$ cat config.mk
export PLATFORM = sky130hd
export DESIGN_NAME = vga_sync_gen
export DESIGN_NICKNAME = d
export VERILOG_FILES = /design/src/rtl/vga_timing_pkg.sv /design/src/rtl/pixel_tick_gen.sv /design/src/rtl/vga_sync_gen.sv
export SDC_FILE = /design/constraint.sdc
export NUM_CORES = 1
export LEC_CHECK = 0
export ABC_AREA = 0
export CORE_ASPECT_RATIO = 1.75
export CORE_UTILIZATION = 51
export CTS_BUF_LIST = sky130_fd_sc_hd__clkbuf_4
export CTS_CLUSTER_DIAMETER = 150
export DETAILED_ROUTE_END_ITERATION = 10
export PLACE_DENSITY = 0.82
export SLEW_MARGIN = 40
export SYNTH_ARGS = -nofsm -noshare
export SYNTH_HDL_FRONTEND = slang
export SYNTH_HIERARCHICAL = 1
export SYNTH_SLANG_ARGS = --single-unit
export TNS_END_PERCENT = 1
$ cat constraint.sdc
create_clock -name clk -period 2.4 [get_ports clk]
set_input_delay 0.6 -clock clk [delete_from_list [all_inputs] [get_ports clk]]
set_output_delay 0.6 -clock clk [all_outputs]
set_load 0.03 [all_outputs]
$ cat src/rtl/vga_timing_pkg.sv
// Shared VGA timing defaults, widths and derived-constant helpers.
package vga_timing_pkg;

  localparam int unsigned COORD_W = 11;
  localparam int unsigned RGB_W   = 8;

  // 640x480@60 with a 100 MHz system clock
  localparam int unsigned CLK_DIV_DEF   = 4;
  localparam int unsigned H_VISIBLE_DEF = 640;
  localparam int unsigned H_FP_DEF      = 16;
  localparam int unsigned H_SYNC_DEF    = 96;
  localparam int unsigned H_BP_DEF      = 48;
  localparam int unsigned V_VISIBLE_DEF = 480;
  localparam int unsigned V_FP_DEF      = 10;
  localparam int unsigned V_SYNC_DEF    = 2;
  localparam int unsigned V_BP_DEF      = 33;

  localparam logic [RGB_W-1:0] COLOR_BLACK = 8'h00;

  // Total counter span of one axis
  function automatic int unsigned axis_total(input int unsigned visible, input int unsigned fp,
                                             input int unsigned sync, input int unsigned bp);
    return visible + fp + sync + bp;
  endfunction

  // First coordinate inside the sync pulse
  function automatic int unsigned sync_start(input int unsigned visible, input int unsigned fp);
    return visible + fp;
  endfunction

  // Last coordinate inside the sync pulse
  function automatic int unsigned sync_end(input int unsigned visible, input int unsigned fp,
                                           input int unsigned sync);
    return visible + fp + sync - 1;
  endfunction

  // Inclusive window test on a coordinate
  function automatic logic in_window(input logic [COORD_W-1:0] v,
                                     input logic [COORD_W-1:0] lo,
                                     input logic [COORD_W-1:0] hi);
    return (v >= lo) && (v <= hi);
  endfunction

endpackage

$ cat src/rtl/pixel_tick_gen.sv
// Divides the system clock down to a one-clk pixel strobe every CLK_DIV clocks.
module pixel_tick_gen
  import vga_timing_pkg::*;
#(
  parameter int unsigned CLK_DIV = CLK_DIV_DEF
) (
  input  logic clk,
  input  logic rst,
  output logic pix_tick
);

  localparam int unsigned DIV_W = 4;
  localparam logic [DIV_W-1:0] DIV_LAST = DIV_W'(CLK_DIV - 1);

  logic [DIV_W-1:0] div_q, div_d;
  logic             pix_tick_q, pix_tick_d;

  // Mod-CLK_DIV count; strobe registered on the terminal count
  always_comb begin
    div_d      = div_q + DIV_W'(1);
    pix_tick_d = 1'b0;
    if (div_q == DIV_LAST) begin
      div_d      = '0;
      pix_tick_d = 1'b1;
    end
  end

  // Divider state register
  always_ff @(posedge clk or negedge rst) begin
    if (!rst) begin
      div_q      <= '0;
      pix_tick_q <= 1'b0;
    end else begin
      div_q      <= div_d;
      pix_tick_q <= pix_tick_d;
    end
  end

  assign pix_tick = pix_tick_q;

endmodule

$ cat src/rtl/vga_sync_gen.sv
// VGA timing generator: publishes pixel coordinate, returns blanked rgb plus syncs.
module vga_sync_gen
  import vga_timing_pkg::*;
#(
  parameter int unsigned CLK_DIV   = CLK_DIV_DEF,
  parameter int unsigned H_VISIBLE = H_VISIBLE_DEF,
  parameter int unsigned H_FP      = H_FP_DEF,
  parameter int unsigned H_SYNC    = H_SYNC_DEF,
  parameter int unsigned H_BP      = H_BP_DEF,
  parameter int unsigned V_VISIBLE = V_VISIBLE_DEF,
  parameter int unsigned V_FP      = V_FP_DEF,
  parameter int unsigned V_SYNC    = V_SYNC_DEF,
  parameter int unsigned V_BP      = V_BP_DEF
) (
  input  logic               clk,
  input  logic               rst,
  input  logic [RGB_W-1:0]   rgb_in,
  output logic [COORD_W-1:0] xCoord,
  output logic [COORD_W-1:0] yCoord,
  output logic               pix_tick,
  output logic               frame_start,
  output logic               hsync,
  output logic               vsync,
  output logic               video_on,
  output logic [RGB_W-1:0]   rgb_out
);

  localparam logic [COORD_W-1:0] H_LAST   = COORD_W'(axis_total(H_VISIBLE, H_FP, H_SYNC, H_BP) - 1);
  localparam logic [COORD_W-1:0] V_LAST   = COORD_W'(axis_total(V_VISIBLE, V_FP, V_SYNC, V_BP) - 1);
  localparam logic [COORD_W-1:0] H_VIS    = COORD_W'(H_VISIBLE);
  localparam logic [COORD_W-1:0] V_VIS    = COORD_W'(V_VISIBLE);
  localparam logic [COORD_W-1:0] HS_START = COORD_W'(sync_start(H_VISIBLE, H_FP));
  localparam logic [COORD_W-1:0] HS_END   = COORD_W'(sync_end(H_VISIBLE, H_FP, H_SYNC));
  localparam logic [COORD_W-1:0] VS_START = COORD_W'(sync_start(V_VISIBLE, V_FP));
  localparam logic [COORD_W-1:0] VS_END   = COORD_W'(sync_end(V_VISIBLE, V_FP, V_SYNC));

  logic [COORD_W-1:0] x_q, x_d;
  logic [COORD_W-1:0] y_q, y_d;
  logic               frame_start_q, frame_start_d;
  logic               hsync_q, hsync_d;
  logic               vsync_q, vsync_d;
  logic               video_on_q, video_on_d;
  logic [RGB_W-1:0]   rgb_out_q, rgb_out_d;
  logic               visible_c;
  logic               pix_tick_w;

  pixel_tick_gen #(
    .CLK_DIV (CLK_DIV)
  ) u_pixel_tick_gen (
    .clk      (clk),
    .rst      (rst),
    .pix_tick (pix_tick_w)
  );

  assign visible_c = (x_q < H_VIS) && (y_q < V_VIS);

  // Counter step and output stage, both keyed to the coordinate held before the step
  always_comb begin
    x_d           = x_q;
    y_d           = y_q;
    frame_start_d = 1'b0;
    hsync_d       = hsync_q;
    vsync_d       = vsync_q;
    video_on_d    = video_on_q;
    rgb_out_d     = rgb_out_q;
    if (pix_tick_w) begin
      if (x_q == H_LAST) begin
        x_d = '0;
        if (y_q == V_LAST) begin
          y_d           = '0;
          frame_start_d = 1'b1;
        end else begin
          y_d = y_q + COORD_W'(1);
        end
      end else begin
        x_d = x_q + COORD_W'(1);
      end
      video_on_d = visible_c;
      hsync_d    = !in_window(x_q, HS_START, HS_END);
      vsync_d    = !in_window(y_q, VS_START, VS_END);
      rgb_out_d  = visible_c ? rgb_in : COLOR_BLACK;
    end
  end

  // Coordinate and output registers
  always_ff @(posedge clk or negedge rst) begin
    if (!rst) begin
      x_q           <= '0;
      y_q           <= '0;
      frame_start_q <= 1'b0;
      hsync_q       <= 1'b1;
      vsync_q       <= 1'b1;
      video_on_q    <= 1'b0;
      rgb_out_q     <= COLOR_BLACK;
    end else begin
      x_q           <= x_d;
      y_q           <= y_d;
      frame_start_q <= frame_start_d;
      hsync_q       <= hsync_d;
      vsync_q       <= vsync_d;
      video_on_q    <= video_on_d;
      rgb_out_q     <= rgb_out_d;
    end
  end

  assign xCoord      = x_q;
  assign yCoord      = y_q;
  assign pix_tick    = pix_tick_w;
  assign frame_start = frame_start_q;
  assign hsync       = hsync_q;
  assign vsync       = vsync_q;
  assign video_on    = video_on_q;
  assign rgb_out     = rgb_out_q;

endmodule
==> metrics.md <==
| Metric | Value |
|---|---|
| Total track usage | 24.2% |
| Post-route setup slack | around 0.14 ns |
| Fmax | about 440 MHz |
| Avg Inst Size Synth | about 11 um2 |
| Hold_buf cts | 0 |
| Synthesized flop and latch total | 39 |
| CTS buffer count | 5 |
| Setup bufs post-CTS | 0 |
| Setup TNS | 0 ns |
| Clock Path Buffers | 2 |
| Initial core utilization | approximately 54% |
| GRT Residual Overflow | 0 |
| Largest net degree at the start of global routing | 40 |
| Placed Area | about 2300 um2 |
| Global placer's final weighted congestion | 0.895 |
| Area Overhead vs Synth | 29.0% |
| Via/cell ratio | 5.60 |
| Period utilisation layout | 94.0% |
| Top_reg_cell synth | dfrtp_1 |
| Layout Utilization | 69.4% |
| Synth Area in Simple Gates | 22.3% |
| Root Driver | clkbuf_4 |
| CP delay by family, top | buffers and inverters |
| Status | finished, final reports clean |
| Cell row count | 28 |
| DRT Wirelength | 4040 um |
| Multi-input gate area | 816 um2 |
| Leakage power | 1.08 nW |
| NetSw | 240 uW |
| Critical Path Fanout Max | 11 |
| Worst Max-Slew Pin Slew | between 0.4 and 0.5 ns |
| Fin. max-slew vios | 0 |
| Min Tclk post-route | between 2 and 2.5 ns |
| Worst slack at placement | 0.298 ns |
| CTS Sinks | 39 |
| First-pass GRT wire length | 6720 um |
| Synth Area in Compound Gates | approximately a tenth |
| Post-synthesis cell area | 1850 um2 |
| Mux share of post-synthesis cell area | under 10% |
| DRC errors left | 0 |
| Sequential fraction of design power | 62.4% |
| Critical Path RT | 1.80 ns |
| Die H | 81.6 um |
| Maximum capacitance violations | 0 |
| Reg2reg end | yCoord[10] |
| Clk slew on worst S/H paths | 0.11 ns |
| Rel. slew slack | between 60% and 70% |
| Synth Area in XOR/XNOR | 6.64% |
| Max incr delay on CP | 0.75 ns |
| Fin. Hold Viols | 0 |
| Detailed Route Iter0 Violations | 26 |
| NumNets Final | 225 |
| Routed via count | 1438 |
| Internal power | 830 uW |
| Clock Skews | 0.00792 ns |
| H-tree depth reported by CTS | 2 |
| CP endpoint kind | primary output |
| Area leader, netlist | dfrtp_1 |
| IO Pins | 45 |
| PostCTS Resize Cnt | 0 |
| DR pass1 iterations | 4 |
| Final Setup Violations | 0 |
| EDFF count, synth | 0 |
| Vias in the first global route | around 1500 |
| Clock share of power | a little under a third |
| FF-to-FF Start | xCoord[0] |
| FF/Latch Area | 978 um2 |
| R2R depth | 5 |
| Setup CP Type | register to primary output |
| Most frequent cells in the layout | clkdlybuf4s50_1, dfrtp_1, nor2_1, nand2_1 |
| Share of the synthesized area in the top cell type | 50.1% |
| Post-Syn Nets | 178 |
| # fillers | 297 |
| HP Class | primary input to asynchronous set/reset pin |
| Die Area | 3880 um2 |
| Synth Instances | ~160 |
| Post-DRT Antenna Nets | 0 |
| Synth warn | 6 |
| Port bufs | 44 |
| Layout cells sized above 1 | 11.8% |
| Largest family of logic cells by synthesized area | simple AND/OR/NAND/NOR gates |
| Die W | 47.5 um |
| DP HPWL | 3060 um |
| Drt wl/cell | 15.7 um |
| Synth Area in Adders | 2.71% |
| Setup crit end | pix_tick |
| FFs w/ async S/R, synth | 100% |
| Clock latency on the worst-skew pair | 0.34 ns |
| CP startpoint kind | register |
| RSZ-0062 raised after global routing | false |
| CTS tree | yes |
| Netlist cell types | 41 |
| Buf/Inv on CP | 1 |
| Sequential-to-total area share from yosys stat | a little over half |
| Final Instance Area | 2380 um2 |
| Core area | 3430 um2 |
| Pwr/cell area | 449 nW/um2 |
| Critical path arrival | around 1.7 ns |
| Crit. path cell count | 1 |
| Critical Path Start | u_pixel_tick_gen/pix_tick |
| R2r setup slk | 0.29 ns |
| Cell Chain, Critical Path | clkdlybuf4s50_1 |
| Initial antenna violation count | 0 |
| Switching Fraction | ~22% |
| Comb pwr share | under 10% |
| N_diodes | 0 |
| Most common cell after layout, fill and taps aside | clkdlybuf4s50_1 |
| Peak VDD IR | ~0.00045 V |
| Worst path slowest cell | clkdlybuf4s50_1 |
| Most area-consuming cells after synthesis | dfrtp_1, a22o_1, xor2_1 |
## sequential cells by signal (all words and copies together) (netlist names)
signal / cells
frame_start: 1
xCoord: 11
u_pixel_tick_gen/pix_tick: 1
hsync: 1
video_on: 1
rgb_out: 8
u_pixel_tick_gen/div_q: 4
yCoord: 11
vsync: 1
## kinds of logic after synthesis
family | count (synthesis)
adder cells (fa/ha/maj) | 4
flip-flops | 39
AND/OR/NAND/NOR | 65
AO/OA/AOI/OAI | 27
buffers and inverters | 12
XOR/XNOR | 14
multiplexers | 3
## cell usage after synthesis (3+ instances only)
cell	n
nand2_1	10
ha_1	4
nor4_1	3
inv_1	6
xnor2_1	6
nand4_1	4
nand3_1	9
clkbuf_1	4
o21ai_0	6
dfrtp_1	37
a22o_1	9
nor3_1	6
a31oi_1	4
and3_1	4
nor2_1	12
xor2_1	8
## layer usage
layer | vias up | GRT usage [%] | routed length, um
met2 | 53 | 41.4 | 2240
met4 | 0 | 8.57 | 51
li1 | 677 | - | -
met1 | 702 | 28.8 | 1580
met5 | - | 0 | 0
met3 | 6 | 5.05 | 181
## cell type report
| cell class | count | area share [%] |
|---|---|---|
| sequential | 39 | 41.0 |
| timing repair buffer | 46 | 19.0 |
| clock inverter | 1 | 0.210 |
| clock buffer | 7 | 2.20 |
| inverter | 6 | 0.945 |
| tap | 45 | 2.36 |
| multi-input combinational | 113 | 34.2 |
## through the flow
stage | instances | power [mW] | hold WS (ns)
2_1_floorplan | 164 | 0.701 | 0.304
3_3_place_gp | 249 | 0.741 | 0.464
3_5_place_dp | 249 | 0.743 | 0.473
4_1_cts | 257 | 1.08 | 0.376
5_1_grt | 257 | 1.12 | 0.226
6_report | 257 | 1.07 | 0.201
## power groups by stage
stage	sequential, mW	clock, mW	combinational [mW]
after floorplan	0.694	0	0.00659
after global placement	0.680	0	0.0614
after detailed placement	0.680	0	0.0626
after CTS	0.668	0.351	0.0627
after global routing	0.669	0.382	0.0668
final	0.668	0.340	0.0618
## worst min path at each step
stage	startpoint	to	slack [ns]	cells past startpoint
2_1_floorplan	rst	frame_start	0.30	0
3_3_place_gp	u_pixel_tick_gen/div_q[0]	u_pixel_tick_gen/div_q[0]	0.46	1
3_5_place_dp	video_on	video_on	0.47	1
4_1_cts	rst	yCoord[6]	0.38	1
5_1_grt	rst	yCoord[0]	0.23	1
6_report	rst	frame_start	0.20	1
Note: power is estimated with default switching activity, not from simulation.
